--- src/rtl/branch_control_unit.sv ---
// branch_control_unit: hardwired fetch/branch/jump control sequencer for the DataPath
// Optional feature macro: CU_HALT_EN (halt opcode, stop request and resume port)
// Ports:
//   clock, clear_n (async active-low)   clock and reset
//   ir[31:0], con_ff                    instruction register and CON flip-flop
//   stop, resume (CU_HALT_EN only)      halt request / halt exit
//   PCout..R15in                        one-bit datapath strobes
//   ops[4:0]                            ALU operation select
//   run, illegal                        sequencing status, unsupported-opcode pulse
module branch_control_unit (
   input  logic        clock,
   input  logic        clear_n,
   input  logic [31:0] ir,
   input  logic        con_ff,
   input  logic        stop,
`ifdef CU_HALT_EN
   input  logic        resume,
`endif
   output logic        PCout,
   output logic        MARin,
   output logic        IncPC,
   output logic        RZin,
   output logic        RZLOout,
   output logic        PCin,
   output logic        Read,
   output logic        MDRin,
   output logic        MDRout,
   output logic        IRin,
   output logic        gra,
   output logic        grb,
   output logic        grc,
   output logic        rin,
   output logic        rout,
   output logic        BAout,
   output logic        RYin,
   output logic        cout,
   output logic        conin,
   output logic        R15in,
   output logic [4:0]  ops,
   output logic        run,
   output logic        illegal
);
   localparam logic [4:0] OP_BR   = 5'b10010;
   localparam logic [4:0] OP_JR   = 5'b10011;
   localparam logic [4:0] OP_JAL  = 5'b10100;
   localparam logic [4:0] OP_NOP  = 5'b11010;
   localparam logic [4:0] ALU_ADD = 5'b00011;
   localparam logic [3:0] S_RESET = 4'd0;
   localparam logic [3:0] S_T0    = 4'd1;
   localparam logic [3:0] S_T1    = 4'd2;
   localparam logic [3:0] S_T2    = 4'd3;
   localparam logic [3:0] S_T3    = 4'd4;
   localparam logic [3:0] S_T4    = 4'd5;
   localparam logic [3:0] S_T5    = 4'd6;
   localparam logic [3:0] S_T6    = 4'd7;
   localparam logic [3:0] S_HALT  = 4'd8;

   logic [3:0] state, nxt, done;
   logic [4:0] opcode;
   logic       t0, t1, t2, t3, t4, t5, t6;
   logic       is_br, is_jr, is_jal, is_nop, is_halt, known;
   logic       halt_req, resume_go;
   logic       unused_bits;

   assign opcode = ir[31:27];
   assign is_br  = opcode == OP_BR;
   assign is_jr  = opcode == OP_JR;
   assign is_jal = opcode == OP_JAL;
   assign is_nop = opcode == OP_NOP;

`ifdef CU_HALT_EN
   localparam logic [4:0] OP_HALT = 5'b11011;
   assign is_halt     = opcode == OP_HALT;
   assign halt_req    = stop;
   assign resume_go   = resume;
   assign unused_bits = ^ir[26:0];
`else
   // Without the halt feature the halt opcode falls through to the illegal path
   // and the HALT state has no way in, so leaving it simply restarts fetch.
   assign is_halt     = 1'b0;
   assign halt_req    = 1'b0;
   assign resume_go   = 1'b1;
   assign unused_bits = ^{ir[26:0], stop};
`endif

   assign known = is_br | is_jr | is_jal | is_nop | is_halt;

   assign t0 = state == S_T0;
   assign t1 = state == S_T1;
   assign t2 = state == S_T2;
   assign t3 = state == S_T3;
   assign t4 = state == S_T4;
   assign t5 = state == S_T5;
   assign t6 = state == S_T6;

   // Target after the final state of an instruction: a halt opcode or a pending
   // stop request parks the sequencer, otherwise the next fetch begins.
   assign done = (halt_req | (t3 & is_halt)) ? S_HALT : S_T0;

   always_comb begin
      nxt = S_RESET;
      case (state)
         S_RESET: nxt = S_T0;
         S_T0:    nxt = S_T1;
         S_T1:    nxt = S_T2;
         S_T2:    nxt = S_T3;
         S_T3:    nxt = (is_br | is_jal) ? S_T4 : done;
         S_T4:    nxt = is_jal ? done : S_T5;
         S_T5:    nxt = S_T6;
         S_T6:    nxt = done;
         S_HALT:  nxt = resume_go ? S_T0 : S_HALT;
         default: nxt = S_RESET;
      endcase
   end

   always_ff @(posedge clock or negedge clear_n)
      if (!clear_n) state <= S_RESET;
      else          state <= nxt;

   // Strobes decode purely from state plus ir/con_ff, so an asynchronous clear
   // forces RESET and removes every strobe without waiting for a clock.
   assign PCout   = t0 | (t3 & is_jal) | (t4 & is_br);
   assign MARin   = t0;
   assign IncPC   = t0;
   assign RZin    = t0 | (t5 & is_br);
   assign RZLOout = t1 | t6;
   assign PCin    = t1 | (t3 & is_jr) | (t4 & is_jal) | (t6 & con_ff);
   assign Read    = t1;
   assign MDRin   = t1;
   assign MDRout  = t2;
   assign IRin    = t2;
   assign gra     = (t3 & (is_br | is_jr)) | (t4 & is_jal);
   assign rout    = (t3 & (is_br | is_jr)) | (t4 & is_jal);
   assign grb     = 1'b0;
   assign grc     = 1'b0;
   assign rin     = 1'b0;
   assign BAout   = 1'b0;
   assign RYin    = t4 & is_br;
   assign cout    = t5 & is_br;
   assign conin   = t3 & is_br;
   assign R15in   = t3 & is_jal;
   assign ops     = (t5 & is_br) ? ALU_ADD : 5'b00000;
   assign run     = t0 | t1 | t2 | t3 | t4 | t5 | t6;
   assign illegal = t3 & ~known;
endmodule

--- config.mk ---
export PLATFORM = sky130hd
export DESIGN_NAME = branch_control_unit
export DESIGN_NICKNAME = d
export VERILOG_FILES = /design/src/rtl/branch_control_unit.sv
export SDC_FILE = /design/constraint.sdc
export NUM_CORES = 1
export LEC_CHECK = 0
export CAP_MARGIN = 30
export CORE_MARGIN = 4
export CORE_UTILIZATION = 25
export DETAILED_ROUTE_END_ITERATION = 7
export PLACE_DENSITY = 0.76
export SETUP_SLACK_MARGIN = 0.5
export SLEW_MARGIN = 20
export SYNTH_ARGS = -nofsm -noshare
export SYNTH_HDL_FRONTEND = slang
export SYNTH_SLANG_ARGS = --single-unit
--- constraint.sdc ---
create_clock -name clock -period 1.8 [get_ports clock]
set_input_delay 0.36 -clock clock [delete_from_list [all_inputs] [get_ports clock]]
set_output_delay 0.36 -clock clock [all_outputs]
set_load 0.03 [all_outputs]
==> reports/qor.yml, run 1 <==
timing:
  finalMaxSlewViolations: 0
  fin_crit_ns: 1.884
  fin_crit_sh: 1.047
  fin_worst_skew_ns: 0.008935
  fmax_mhz: 530.8
  setup-violations-final: 8
  hold_violations: 0
  rsz0062_at_grt: "true"
  worst_slack_ns: -0.08393
logic_synthesis:
  async_flop_share: 1.000
  synth-main-ff-cell: "dfrtp_1"
  synth_top_area_frac: 0.2005
  syn-instance-count: 65
  yosys.area.top_type: "buf_4"
  yosysSeqAreaShare: 0.1542
  synthesis.area_um2: 486.7
  avgSynthCellArea_um2: 7.488
  synth_cell_types: 32
  synth-seq-cells: 3
  synth_compound_area_frac: 0.1594
  synthTopCellsByArea: "buf_4 (20%), dfrtp_1 (15%), and3_1 (6.4%)"
  synth_edf_count: 0
  yosys.area_share.simple: 0.4062
  ys_warn_count: 0
  synth-xor-area-share: 0
  synthAdderAreaFrac: 0
  muxShareOfSynthArea: 0
  synth_top_family_by_area: "simple AND/OR/NAND/NOR gates"
detailed_routing:
  drtIter0Drc: 6
  drcViolationCount: 0
  drt-total-wl_um: 1973
  via_per_inst: 4.636
  ant_nets: 0
  vias: 649
  firstDrtPassIters: 4
  post_drt_wl_per_cell_um: 14.09
final_layout:
  largest_reg_flops: 3
  fillers: 162
  post-route-util: 0.6316
  layout-drive-gt1-share: 0.6957
  largest-register: "state"
  top_regs: "state x3"
  diodes: 0
  nets: 152
  area_growth_pct: 131.4
grt:
  grt_pass1_vias: 664
  grt_max_degree: 7
  grtUsageTotal: 0.1484
  overflow: 0
  antenna_found_initial: 0
  grt_pass1_wl_um: 2960
floorplan:
  dieArea_mm2: 0.002717
  core_mm2: 0.001783
  start_util: 0.2730
  pin_count: 63
  dieWidth_um: 52.13
  num_rows: 15
  fp.dieH_um: 52.13
placement:
  port_buffers: 27
  dpl_worst_slack_ns: -0.2993
  place_congestion: 0.7490
  hpwl_um: 1105
pwr:
  vdd_drop_max_v: 0.0008955
  power.density_mw_per_mm2: 1700
  total_power_mw: 1.915
  leakage_nw: 0.5489
status:
  violations: "setup timing"
  status: "finished with violations"
setup_path:
  r2r_end: "state[0]$_DFF_PN0_"
  critical_path.max_stage_delay_ns: 0.39
  crit_path_start_kind: "register"
  path_class: "reg2out"
  crit_path_max_fanout: 5
  reg2reg_from: "state[2]$_DFF_PN0_"
  crit_chain: "buf_6, nor2b_2, and3_4, a211o_4, buf_6"
  reg2regPathDepth: 6
  worstSetupEndpointType: "output pin"
  arrival_ns: 1.52
  r2r_slack_ns: 0.37
  worstPathRequired_ns: 1.44
  critical_path_buf_inv_count: 2
  cp_top_family: "flip-flops"
  crit_top_cell: "buf_6"
  slowest_stage: "dfrtp_1"
clock_tree:
  cts_tree: "done"
  cts_buffers: 3
  clk_pin_slew_ns: 0.05
  postCtsHoldBufs: 0
  insertion_delay_ns: 0.25
  clockBufferDepth: 2
  cts.sinks: 3
  cts_root_buffer: "clkbuf_4"
  h-tree-depth: 1
job:
  maxCapViolations: 0
min_path:
  min_path_type: "in2async"
==> layout make-up <==
class | instances | area (um^2) | share of cell area
repair buffers | 56 | 534.3 | 0.4744
flip-flops and latches | 3 | 75.07 | 0.06667
multi-input cells | 50 | 451.7 | 0.4011
clock buffers | 4 | 26.28 | 0.02333
well taps | 25 | 31.28 | 0.02778
inverters | 2 | 7.507 | 0.006667
==> per-stage QoR <==
stage                     TNS [ns]  area [um^2]  cells  hold WS, ns
after floorplan                  0        625.6     71      0.06441
after global placement      -2.714        815.8    118       0.5510
after detailed placement    -2.901        815.8    118       0.5564
after CTS                  -0.1715         1051    135       0.3018
after global routing       -0.8903         1126    140       0.3008
final                      -0.2958         1126    140       0.2897
==> cells in the final DEF, fill, tap and decap left out, types with 2 or more instances in the layout <==
cell / count
buf_2: 3
nand2_1: 3
inv_1: 2
a21boi_2: 2
nor2_4: 4
and3_1: 3
buf_4: 20
clkbuf_4: 3
or2b_1: 2
conb_1: 7
nor2_1: 2
clkdlybuf4s50_1: 2
nor3b_4: 3
dfrtp_1: 3
buf_6: 31
and3_4: 2
nand2b_4: 2
==> cells by family after synthesis <==
family	after synthesis
AND/OR/NAND/NOR	32
AO/OA/AOI/OAI	11
flip-flops	3
other	1
buffers and inverters	18
==> routing by layer <==
layer  vias to the layer above  track usage  wire length (um)
met2                        33       0.2699              1078
met4                         0      0.08297                51
met3                         6      0.03438               117
met5                         -            0                 0
met1                       305       0.1534               725
li1                        305            -                 -
==> cells in the mapped netlist, types with 2 or more instances <==
cell type and instances:
or2b_1 2, a211o_1 2, buf_4 13, nand2_1 3
nand2b_1 2, nor2_1 7, nor3b_2 2, dfrtp_1 3
and3_1 5, inv_1 2, buf_6 2, nor2b_1 2
==> power breakdown <==
| part | switching, mW | leakage (nW) | internal [mW] | total [mW] |
|---|---|---|---|---|
| clock | 0.0491 | 0.0150 | 0.0840 | 0.133 |
| sequential | 0.0268 | 0.0366 | 0.103 | 0.130 |
| combinational | 0.813 | 0.497 | 0.839 | 1.65 |
| total | 0.889 | 0.549 | 1.03 | 1.91 |
==> how the worst max path moves through the flow <==
stage                       startpoint  depth (start not counted)  endpoint
floorplan           state[0]$_DFF_PN0_                          4      PCin
global placement                ir[27]                          5    ops[0]
detailed placement              ir[27]                          5    ops[1]
CTS                 state[1]$_DFF_PN0_                          5      PCin
global route        state[1]$_DFF_PN0_                          5      PCin
finish              state[0]$_DFF_PN0_                          5     PCout
==> what timing repair did <==
action,CTS,global route
resized for setup,61,10
endpoints found under the setup margin,23,22
buffers inserted,12,5
pin swaps,10,6
gates cloned,1,0
Power figures use the tool's default switching activity.
==> inputs of run 2 (changes only) <==
- SETUP_SLACK_MARGIN: 0.5 -> 0.05
==> run 2 against run 1 <==
  * The flow still finishes with violations (setup timing)
  * Largest cell class unchanged
  * Core utilization down 5.4 points
  * Clock-buffer cell count unchanged
  * Critical path type unchanged
  * Routed wire length down 9.5%
  * Power down 12%
==> reports/qor.yml, run 2 (synthesis gave the netlist of run 1 again) <==
status:
  status: "finished with violations"
  violations: "setup timing"
placement:
  hpwl_um: 1071  # -3.0%
  port_buffers: 27  # unchanged
  dpl.cell_count: 116  # -1.7%
  place_congestion: 0.7380  # -1.5%
  place_area_um2: 718.2  # -12%
setup_path:
  path_class: "reg2out"
  cp_top_family: "simple AND/OR/NAND/NOR gates"
  slowest_stage: "dfrtp_1"
  critical_path_buf_inv_count: 3  # +1
  worstSetupEndpointType: "output pin"
  arrival_ns: 1.60  # +0.08 ns
  crit_path_start_kind: "register"
  critical_path.max_stage_delay_ns: 0.40  # about the same
  crit_chain: "buf_6, buf_4, or2b_4, nor2_4, a211o_1, buf_6"
  crit_path_max_fanout: 5  # unchanged
  worstPathRequired_ns: 1.44  # about the same
  crit_top_cell: "buf_6"
clock_tree:
  clockBufferDepth: 2  # unchanged
  insertion_delay_ns: 0.24  # about the same
  cts_root_buffer: "clkbuf_4"
  cts.sinks: 3  # unchanged
  cts_tree: "done"
  h-tree-depth: 1  # unchanged
  clk_pin_slew_ns: 0.04  # about the same
  cts_buffers: 3  # unchanged
detailed_routing:
  firstDrtPassIters: 3  # -1
  post_drt_wl_per_cell_um: 13.13  # -6.8%
  drcViolationCount: 0  # unchanged
  ant_nets: 0  # unchanged
  drt-total-wl_um: 1786  # -9.5%
  via_per_inst: 4.478  # -3.4%
  drtIter0Drc: 1  # -5
  vias: 609  # -6.2%
pwr:
  clock_power_share: 0.075  # +0.005
  intPower_uw: 885.2  # -14%
  vdd_drop_max_v: 0.0008912  # -0.49%
  power.density_mw_per_mm2: 1628  # -4.2%
  p_sw_uw: 791.3  # -11%
  power_switching_share: 0.4720  # +0.007649
  leakage_nw: 0.5147  # -6.2%
  p_seq_frac: 0.079  # +0.011
  combPwrFrac: 0.847  # -0.016
floorplan:
  core_mm2: 0.001783  # unchanged
  dieArea_mm2: 0.002717  # unchanged
  num_rows: 15  # unchanged
  pin_count: 63  # unchanged
  fp.dieH_um: 52.13  # unchanged
  start_util: 0.2730  # unchanged
  dieWidth_um: 52.13  # unchanged
timing:
  fin_crit_ns: 1.958  # +0.07415 ns
  worst_slack_ns: -0.1581  # -0.07415 ns
  finalMaxSlewViolations: 0  # unchanged
  rsz0062_at_grt: "true"
  fin_setup_tns_ns: -0.7270  # -0.4312 ns
  setup-violations-final: 10  # +2
  fin_crit_sh: 1.088  # +0.04120
  fin_worst_skew_ns: 0.002809  # -0.006127 ns
  hold_violations: 0  # unchanged
  fmax_mhz: 510.7  # -3.8%
grt:
  grt_max_degree: 12  # +5
  grt_pass1_vias: 576  # -13%
  overflow: 0  # unchanged
  antenna_found_initial: 0  # unchanged
  grtUsageTotal: 0.1246  # -0.02384
  grt_pass1_wl_um: 2449  # -17%
final_layout:
  largest_reg_flops: 3  # unchanged
  design_area_mm2: 0.001030  # -8.6%
  diodes: 0  # unchanged
  nets: 148  # -2.6%
  area_growth_pct: 111.6
  stdcell_count: 136  # -2.9%
  final_common_cell: "buf_4"
  layout-drive-gt1-share: 0.6036  # -0.09205
  final_cell_mix: "buf_4 (23), buf_6 (19), conb_1 (7)"
  top_regs: "state x3"
  largest-register: "state"
min_path:
  min_path_type: "in2async"
job:
  maxCapViolations: 0  # unchanged
==> run 2: path summary, 6_finish.rpt <==
kind                                    start            endpoint  slack, ns  cells past startpoint
max                        state[1]$_DFF_PN0_               PCout      -0.16                      6
max in group asynchronous             clear_n  state[1]$_DFF_PN0_       1.35                      1
min in group clock                     ir[28]  state[0]$_DFF_PN0_       0.68                      4
min reg2reg                state[0]$_DFF_PN0_  state[0]$_DFF_PN0_       0.79                      3
min                                   clear_n  state[2]$_DFF_PN0_       0.30                      1
max reg2reg                state[1]$_DFF_PN0_  state[1]$_DFF_PN0_       0.51                      5
==> run 2: stage by stage <==
stage	hold WS (ns)	setup WS, ns	power (mW)	util
after floorplan	0.06441	-0.04378	0.8196	-
final	0.3031	-0.1581	1.677	0.5775
after global routing	0.3012	-0.2186	1.784	0.5775
after CTS	0.3033	-0.08533	1.374	0.4940
after global placement	0.5487	-0.2462	1.046	0.4028
after detailed placement	0.5549	-0.2567	1.064	0.4028
==> run 2: per-layer routing <==
layer	routed length (um)	up-vias	GRT usage
li1	-	300	-
met1	680	285	0.1362
met2	1011	24	0.2050
met3	94	0	0.03725
met4	0	0	0.08297
met5	0	-	0
==> run 2: what timing repair did <==
action,in CTS,in global routing
setup endpoints to repair,16,16
pin swaps,8,10
setup buffers,8,9
hold buffers,0,0
resized for setup,38,22
==> run 2: cell type report <==
| class | count | area (um^2) |
|---|---|---|
| fill | 173 | 753.2 |
| timing repair buffer | 52 | 479.2 |
| multi-input combinational | 50 | 410.4 |
| sequential | 3 | 75.07 |
| tap | 25 | 31.28 |
| clock buffer | 4 | 26.28 |
| inverter | 2 | 7.507 |
==> run 2: power by group through the flow <==
stage | Combinational [mW] | Clock (mW) | Sequential [mW]
floorplan | 0.691 | 0 | 0.128
global placement | 0.910 | 0 | 0.135
detailed placement | 0.926 | 0 | 0.138
CTS | 1.12 | 0.124 | 0.127
global route | 1.51 | 0.139 | 0.136
finish | 1.42 | 0.125 | 0.132
==> inputs of run 3 (changes only) <==
- SKIP_LAST_GASP: unset -> 1
==> run 3 against run 2 <==
  * The run still ends with setup timing left
  * Register-to-register slack about the same
  * Sequential share of layout area is 0.063 points higher
  * Clock skew grew 0.00067 ns
  * Die area unchanged
  * Sequential cell count stayed put
  * First-iteration DRC count increased by 100%
  * Power decreased by 1.2%
==> reports/qor.yml, run 3 (synthesis gave the netlist of run 1 again) <==
timing:
  fin_setup_tns_ns: -0.8758  # -0.1488 ns
  hold_violations: 0  # unchanged
  fmax_mhz: 511.3  # +0.12%
  fin_crit_ns: 1.956  # -0.002399 ns
  setup-violations-final: 13  # +3
  whs_ns: 0.3032  # +0.0001570 ns
  fin_crit_sh: 1.086  # -0.001333
  finalMaxSlewViolations: 0  # unchanged
  worst_slack_ns: -0.1557  # +0.002399 ns
  fin_worst_skew_ns: 0.003474  # +0.0006653 ns
  rsz0062_at_grt: "true"
clock_tree:
  insertion_delay_ns: 0.24  # about the same
  postCtsHoldBufs: 0  # unchanged
  clockBufferDepth: 2  # unchanged
  h-tree-depth: 1  # unchanged
  cts_buffers: 3  # unchanged
  clk_pin_slew_ns: 0.04  # about the same
  cts.sinks: 3  # unchanged
  cts_tree: "done"
  cts_root_buffer: "clkbuf_4"
grt:
  antenna_found_initial: 0  # unchanged
  grtUsageTotal: 0.1228  # -0.001788
  overflow: 0  # unchanged
  grt_pass1_vias: 563  # -2.3%
  grt_max_degree: 12  # unchanged
  grt_pass1_wl_um: 2408  # -1.7%
setup_path:
  path_class: "reg2out"
  r2r_end: "state[1]$_DFF_PN0_"
  arrival_ns: 1.60  # about the same
  crit_path_start_kind: "register"
  reg2regPathDepth: 5  # unchanged
  r2r_slack_ns: 0.51  # about the same
  worstPathRequired_ns: 1.44  # about the same
  crit_path_max_fanout: 5  # unchanged
  worstSetupEndpointType: "output pin"
  reg2reg_from: "state[1]$_DFF_PN0_"
status:
  status: "finished with violations"
  violations: "setup timing"
detailed_routing:
  firstDrtPassIters: 2  # -1
  drcViolationCount: 0  # unchanged
  ant_nets: 0  # unchanged
  drtIter0Drc: 2  # +1
  via_per_inst: 4.529  # +1.1%
  post_drt_wl_per_cell_um: 13.11  # -0.17%
  vias: 616  # +1.1%
  drt-total-wl_um: 1783  # -0.17%
final_layout:
  largest_reg_flops: 3  # unchanged
  stdcell_count: 136  # unchanged
  design_area_mm2: 0.001021  # -0.85%
  diodes: 0  # unchanged
  layout-drive-gt1-share: 0.6036  # unchanged
  nets: 148  # unchanged
  largest-register: "state"
  final_cell_mix: "buf_4 (24), buf_6 (18), conb_1 (7)"
  area_growth_pct: 109.8
  post-route-util: 0.5726  # -0.004912
  top_regs: "state x3"
  final_common_cell: "buf_4"
pwr:
  vdd_drop_max_v: 0.0008816  # -1.1%
  leakage_nw: 0.5138  # -0.18%
  power.density_mw_per_mm2: 1622  # -0.38%
  total_power_mw: 1.656  # -1.2%
floorplan:
  dieArea_mm2: 0.002717  # unchanged
  dieWidth_um: 52.13  # unchanged
  fp.dieH_um: 52.13  # unchanged
  core_mm2: 0.001783  # unchanged
  start_util: 0.2730  # unchanged
  pin_count: 63  # unchanged
  num_rows: 15  # unchanged
placement:
  dpl.cell_count: 116  # unchanged
  hpwl_um: 1071  # unchanged
  dpl_worst_slack_ns: -0.2567  # unchanged
  place_congestion: 0.7380  # unchanged
  port_buffers: 27  # unchanged
  place_area_um2: 718.2  # unchanged
job:
  maxCapViolations: 0  # unchanged
min_path:
  min_path_type: "in2async"
run 3: cell types whose count changed in the layout (fill, tap and decap cells not counted):
cell             previous run  this run
buf_6                      19        18
buf_4                      23        24
clkdlybuf4s15_2             1         0
clkbuf_2                    0         2
clkdlybuf4s15_1             1         2
dlygate4sd2_1               3         2
buf_2                       2         1
run 3: worst max-delay path by stage:
stage / startpoint / to / slack [ns] / depth (start not counted)
4_1_cts: state[0]$_DFF_PN0_ / PCin / -0.09 / 5
5_1_grt: state[1]$_DFF_PN0_ / PCin / -0.25 / 5
3_3_place_gp: ir[29] / PCout / -0.25 / 5
3_5_place_dp: ir[29] / PCout / -0.26 / 5
2_1_floorplan: state[2]$_DFF_PN0_ / PCin / -0.04 / 4
6_report: state[1]$_DFF_PN0_ / PCout / -0.16 / 6
run 3: power by group:
| part | leakage [nW] | internal, mW | switching, mW |
|---|---|---|---|
| combinational | 0.462 | 0.685 | 0.718 |
| clock | 0.0150 | 0.0835 | 0.0406 |
| sequential | 0.0366 | 0.103 | 0.0269 |
| total | 0.514 | 0.871 | 0.785 |
run 3: routing by layer:
metal,GRT usage,share of wire,up-vias
met1,0.1362,0.37,291
met5,0,0,-
met3,0.03725,0.049,2
li1,-,-,299
met4,0.08297,0.0090,0
met2,0.1987,0.57,24
run 3: repair_timing:
item,CTS,global route
pin swaps,8,8
setup endpoints to repair,16,18
endpoints found under the hold margin,0,0
buffers inserted,8,8
resized for setup,26,31
run 3: critical path: stages, from the launching register on:
cell and delay, ns:
dfrtp_1 0.40, buf_6 0.14, buf_4 0.14, or2b_4 0.28, nor2_4 0.14, a211o_1 0.13, buf_6 0.13
run 3: final cells by class:
type | count | area (um^2)
fillers | 167 | 762.0
repair buffers | 52 | 470.5
multi-input cells | 50 | 410.4
inverters | 2 | 7.507
flip-flops and latches | 3 | 75.07
clock buffers | 4 | 26.28
well taps | 25 | 31.28
